<file path="config.mk">
export PLATFORM = sky130hd
export DESIGN_NAME = ebus_xfer_ctl
export DESIGN_NICKNAME = d
export VERILOG_FILES = /design/src/rtl/ebus_xfer_ctl.sv
export SDC_FILE = /design/constraint.sdc
export NUM_CORES = 1
export LEC_CHECK = 0
export CORE_ASPECT_RATIO = 1.2
export CORE_MARGIN = 2
export CORE_UTILIZATION = 40
export DETAILED_ROUTE_END_ITERATION = 6
export HOLD_SLACK_MARGIN = 0.08
export PLACE_DENSITY = 0.8
export SLEW_MARGIN = 20
export SYNTH_ARGS = -nofsm -noshare
export SYNTH_HDL_FRONTEND = slang
export SYNTH_SLANG_ARGS = --single-unit
</file>
<file path="constraint.sdc">
create_clock -name clk -period 2.5 [get_ports clk]
set_input_delay 0.5 -clock clk [delete_from_list [all_inputs] [get_ports clk]]
set_output_delay 0.5 -clock clk [all_outputs]
set_load 0.005 [all_outputs]
</file>
<file path="src/rtl/ebus_xfer_ctl.sv">
// ebus_xfer_ctl -- EBOX-side EBUS transfer controller.
// Runs one CONO/CONI/DATAO/DATAI transaction per accepted request:
// IDLE -> SETUP (address setup) -> DEMAND (wait for xfer or timeout)
// -> RELEASE (wait for xfer to drop) -> IDLE with a one-cycle done pulse.
// Ports:
//   clk, reset                 clock, synchronous active-high reset
//   req/reqCS/reqFunc/reqData  request strobe and transfer parameters
//   busy, done, err, nxd       status; err/nxd qualify the done pulse
//   rdData                     data captured on CONI/DATAI
//   ebusCS/ebusFunc/ebusDemand EBUS control toward devices
//   ebusAck/ebusXfer/ebusData  EBUS responses from devices
//   drv                        {data[0:35], driving} for the EBUS mux slot
module ebus_xfer_ctl #(
   parameter logic [7:0] TIMEOUT = 8'd64
) (
   input  logic        clk,
   input  logic        reset,
   input  logic        req,
   input  logic [0:6]  reqCS,
   input  logic [0:2]  reqFunc,
   input  logic [0:35] reqData,
   output logic        busy,
   output logic        done,
   output logic        err,
   output logic        nxd,
   output logic [0:35] rdData,
   output logic [0:6]  ebusCS,
   output logic [0:2]  ebusFunc,
   output logic        ebusDemand,
   input  logic        ebusAck,
   input  logic        ebusXfer,
   input  logic [0:35] ebusData,
   output logic [0:36] drv
);

   typedef enum logic [1:0] {IDLE, SETUP, DEMAND, RELEASE} state_t;

   // TIMEOUT=0 is treated as 1: the last allowed DEMAND count is then 0.
   localparam logic [7:0] TMO_LAST = (TIMEOUT == 8'd0) ? 8'd0 : TIMEOUT - 8'd1;

   state_t      state, stateNext;
   logic [0:6]  csLat;
   logic [0:2]  funcLat;
   logic [0:35] dataLat;
   logic [7:0]  cnt;
   logic        ackSeen, errPend, nxdPend;
   logic        reqLegal, isRead, cntSat, tmoHit;

   // Codes 0xx are the four legal functions; bit 2 set means a read.
   assign reqLegal = ~reqFunc[0];
   assign isRead   = funcLat[2];
   assign cntSat   = (cnt == 8'hFF);
   assign tmoHit   = (cnt == TMO_LAST);

   always_comb begin
      stateNext  = state;
      busy       = 1'b1;
      ebusDemand = 1'b0;
      ebusCS     = csLat;
      ebusFunc   = funcLat;
      drv        = '0;
      case (state)
         IDLE: begin
            busy     = 1'b0;
            ebusCS   = '0;
            ebusFunc = '0;
            if (req && reqLegal) stateNext = SETUP;
         end
         SETUP: stateNext = DEMAND;
         DEMAND: begin
            ebusDemand = 1'b1;
            if (!isRead) drv = {dataLat, 1'b1};
            if (ebusXfer || tmoHit) stateNext = RELEASE;
         end
         RELEASE: begin
            if (!ebusXfer || cntSat) stateNext = IDLE;
         end
         default: stateNext = IDLE;
      endcase
   end

   always_ff @(posedge clk) begin
      if (reset) begin
         state   <= IDLE;
         csLat   <= '0;
         funcLat <= '0;
         dataLat <= '0;
         cnt     <= '0;
         ackSeen <= 1'b0;
         errPend <= 1'b0;
         nxdPend <= 1'b0;
         rdData  <= '0;
         done    <= 1'b0;
         err     <= 1'b0;
         nxd     <= 1'b0;
      end else begin
         state <= stateNext;
         done  <= 1'b0;
         err   <= 1'b0;
         nxd   <= 1'b0;
         case (state)
            IDLE: begin
               cnt     <= '0;
               errPend <= 1'b0;
               nxdPend <= 1'b0;
               if (req) begin
                  if (reqLegal) begin
                     csLat   <= reqCS;
                     funcLat <= reqFunc;
                     dataLat <= reqData;
                     ackSeen <= 1'b0;
                  end else begin
                     // Illegal function: complete immediately with error.
                     done <= 1'b1;
                     err  <= 1'b1;
                  end
               end
            end
            SETUP: cnt <= '0;
            DEMAND: begin
               if (!cntSat) cnt <= cnt + 8'd1;
               if (ebusAck) ackSeen <= 1'b1;
               if (ebusXfer) begin
                  if (isRead) rdData <= ebusData;
               end else if (tmoHit) begin
                  errPend <= 1'b1;
                  // An ack in this very cycle still counts as a device present.
                  nxdPend <= ~(ackSeen | ebusAck);
               end
            end
            RELEASE: begin
               if (!cntSat) cnt <= cnt + 8'd1;
               if (stateNext == IDLE) begin
                  done <= 1'b1;
                  err  <= errPend | cntSat;
                  nxd  <= nxdPend;
               end
            end
            default: ;
         endcase
      end
   end

endmodule

</file>
==> reports/summary.txt <==
Reg-to-Reg Start -> cnt[0]
Syn_area_per_cell -> 7.742 µm²
Data arrival, critical path -> 1920 ps
Yosys warning count -> 0
Async S/R FF share, synth -> 0
PwrDens -> 676.2 nW/µm²
Hold path depth -> 2
Die ar. -> 10480 µm²
Ant. Diodes -> 0
Initial core utilization -> 0.4089
Gate Count Post-Synth -> 500
Vias per cell -> 4.868
EDFF count, synth -> 0
Syn nets -> 591
Mapped Area -> 3871 µm²
Tcrit/Tclk final -> 0.9674
CTS Buf Count -> 9
Routed vias -> 3865
Actual slew at the worst max-slew pin -> 618.4 ps
CP endpoint kind -> output pin
DRC viols -> 0
Met3 usage -> 0.06157
Setup TNS -> 0 ps
Multi-input combinational cell area -> 1809 µm²
Storage element area -> 1947 µm²
Pleak -> 2.616 nW
Gr ovfl total -> 0
Post-synthesis cell type count -> 37
1st-iter DRT viols -> 130
Fin nets -> 757
Placed cell areas -> 5758 µm²
Grt peak-use layer -> met2
DPL Wire Length -> 7857 µm
Most frequent cell after synthesis -> nand2_1
Final-layout fill cell count -> 798
WL/cell -> 13.67 µm
Core area -> 9467 µm²
Number of H-tree levels -> 3
Clk_skew -> 3.909 ps
Yosys top cell by area -> dfxtp_1
Post-Route WL -> 10860 µm
Commonest cells in the netlist -> nand2_1 (167), dfxtp_1 (97), a21oi_1 (85), and2_1 (37), clkbuf_1 (33)
# IOs -> 175
PortBufs -> 173
CTS max path bufs -> 2
Antenna-violating nets left -> 0
Row count -> 39
Area grow syn2layout -> 61.15%
PnR worst setup slack -> 81.49 ps
Final setup viols -> 0
Hold Vio Cnt, Final -> 0
Required @ worst endpoint -> 2000 ps
CP Max Fanout -> 13
Fin crit period -> 2419 ps
Util after Layout -> 0.6590
Status -> complete, no violations
Top-area cell type share of the netlist area -> 0.5016
Detailed Routing Iterations Pass 1 -> 4
Die width -> 93.81 µm
Die Ht -> 111.8 µm
First-pass GRT wire length -> 17660 µm
Worst slack, placed -> 80.27 ps
Vias in the first global route -> 3843
Slew Limit Fails -> 0
Sequential area share after synthesis -> 0.5016
CTS tree -> done
CP Launch Type -> flop
Peak VDD IR -> 0.0004289 V
Clock Root Buffer -> clkbuf_16
Met1 Usage GRT -> 0.2275
Max-Cap Viols -> 0
Met2 Track Usage GR -> 0.3833
Hold path startpoint -> dataLat[34]
Clock-pin slew on the worst setup and hold paths -> 60 ps
Clk Latency, worst-skew pair -> 340 ps
Clock sink count -> 97
Share of cells above drive strength 1 -> 0.06408
CP startpoint -> state[0]
Synth area leaders -> dfxtp_1 (50%), nand2_1 (16%), a21oi_1 (11%)
Hold WC Path Type -> flop to flop
Worst reg2reg path depth -> 5
Most used DFF post-synth -> dfxtp_1
Rel. slew slack -> 0.5877
Initial antenna violation count -> 0
Fin area -> 6238 µm²
Yosys reg bits -> 97
Final RePlAce weighted congestion -> 0.7459
Max Fclk -> 0.4135 GHz
Largest net degree at the start of global routing -> 43
Crit path kind -> flop to output pin
Gr usage total -> 0.2102
-- per-layer routing --
layer	vias to the layer above	part of all wire
met2	136	0.51
met4	0	0.024
met5	-	0
li1	1943	-
met3	21	0.073
met1	1765	0.39
-- critical path: stages (launching register included) --
cell and delay [ps]:
dfxtp_4 360, inv_4 70, ha_4 150, nor2b_4 210, buf_6 170, and2_1 130
clkdlybuf4s50_1 490
-- worst paths after layout --
path | endpoint | slack (ps)
worst min-delay path | dataLat[34] | 450
worst max-delay path | drv[9] | 80
worst min register to register | dataLat[34] | 450
worst max register to register | done | 320
-- registers in the layout, summed over array words and instances (netlist names) --
signal and count:
nxd 1, nxdPend 1, rdData 36, state 2, errPend 1, funcLat 2, cnt 8, csLat 7
err 1, ackSeen 1, dataLat 36, done 1
-- final cells by class --
class	instances	area share
Clock buffer	11	0.04051
Clock inverter	5	0.01243
Inverter	5	0.003410
Multi-Input combinational cell	364	0.2900
Sequential cell	97	0.3121
Tap cell	123	0.02467
Timing Repair Buffer	189	0.3169
-- cells in the final DEF (no fill, tap or decap), types with 2 or more instances in the layout --
cell / count
dfxtp_1: 95
buf_4: 9
and2_1: 37
nor2_1: 14
clkbuf_16: 9
clkinv_2: 2
buf_6: 2
clkdlybuf4s50_1: 149
xor2_1: 3
bufinv_16: 2
nand2_1: 167
nand2b_1: 3
buf_12: 3
nor2b_1: 10
a211oi_1: 3
nor3_1: 2
o21ai_0: 5
clkbuf_8: 2
ha_1: 2
nand3_1: 3
a21oi_1: 85
inv_1: 4
and3_1: 3
o31ai_1: 4
dlymetal6s2s_1: 23
-- cells by family (layout without fill, tap and decap cells) --
logic type | count (synthesis) | count (layout) | synth area share
xor gates and xnor gates | 4 | 4 | 0.009051
other | 1 | 1 | 0.0009687
AOI/OAI and AO/OA | 103 | 103 | 0.1432
DFF | 97 | 97 | 0.5016
buffers and inverters | 39 | 210 | 0.03879
and+or+nand+nor | 252 | 252 | 0.2935
adders and majority gates | 4 | 4 | 0.01293
-- through the flow --
step | power [mW] | cells | hold slack [ps]
after CTS | 4.248 | 792 | 452.5
after floorplan | 2.196 | 500 | 431.7
after global routing | 4.426 | 794 | 468.6
after detailed placement | 2.660 | 774 | 443.5
after global placement | 2.633 | 774 | 436.5
final | 4.219 | 794 | 448.9
-- repair_timing --
action / CTS / global route
resized for setup: 9 / 28
cloned: 1 / 0
hold buffers: 0 / 0
setup endpoints to repair: 43 / 32
buffers inserted: 1 / 2
-- power by group --
part	leakage, nW	switching, mW	total [mW]	internal, mW
combinational	1.67	0.488	1.00	0.514
clock	0.162	0.562	1.49	0.927
sequential	0.787	0.0626	1.73	1.66
total	2.62	1.11	4.22	3.11
(Power assumes the default switching activity.)
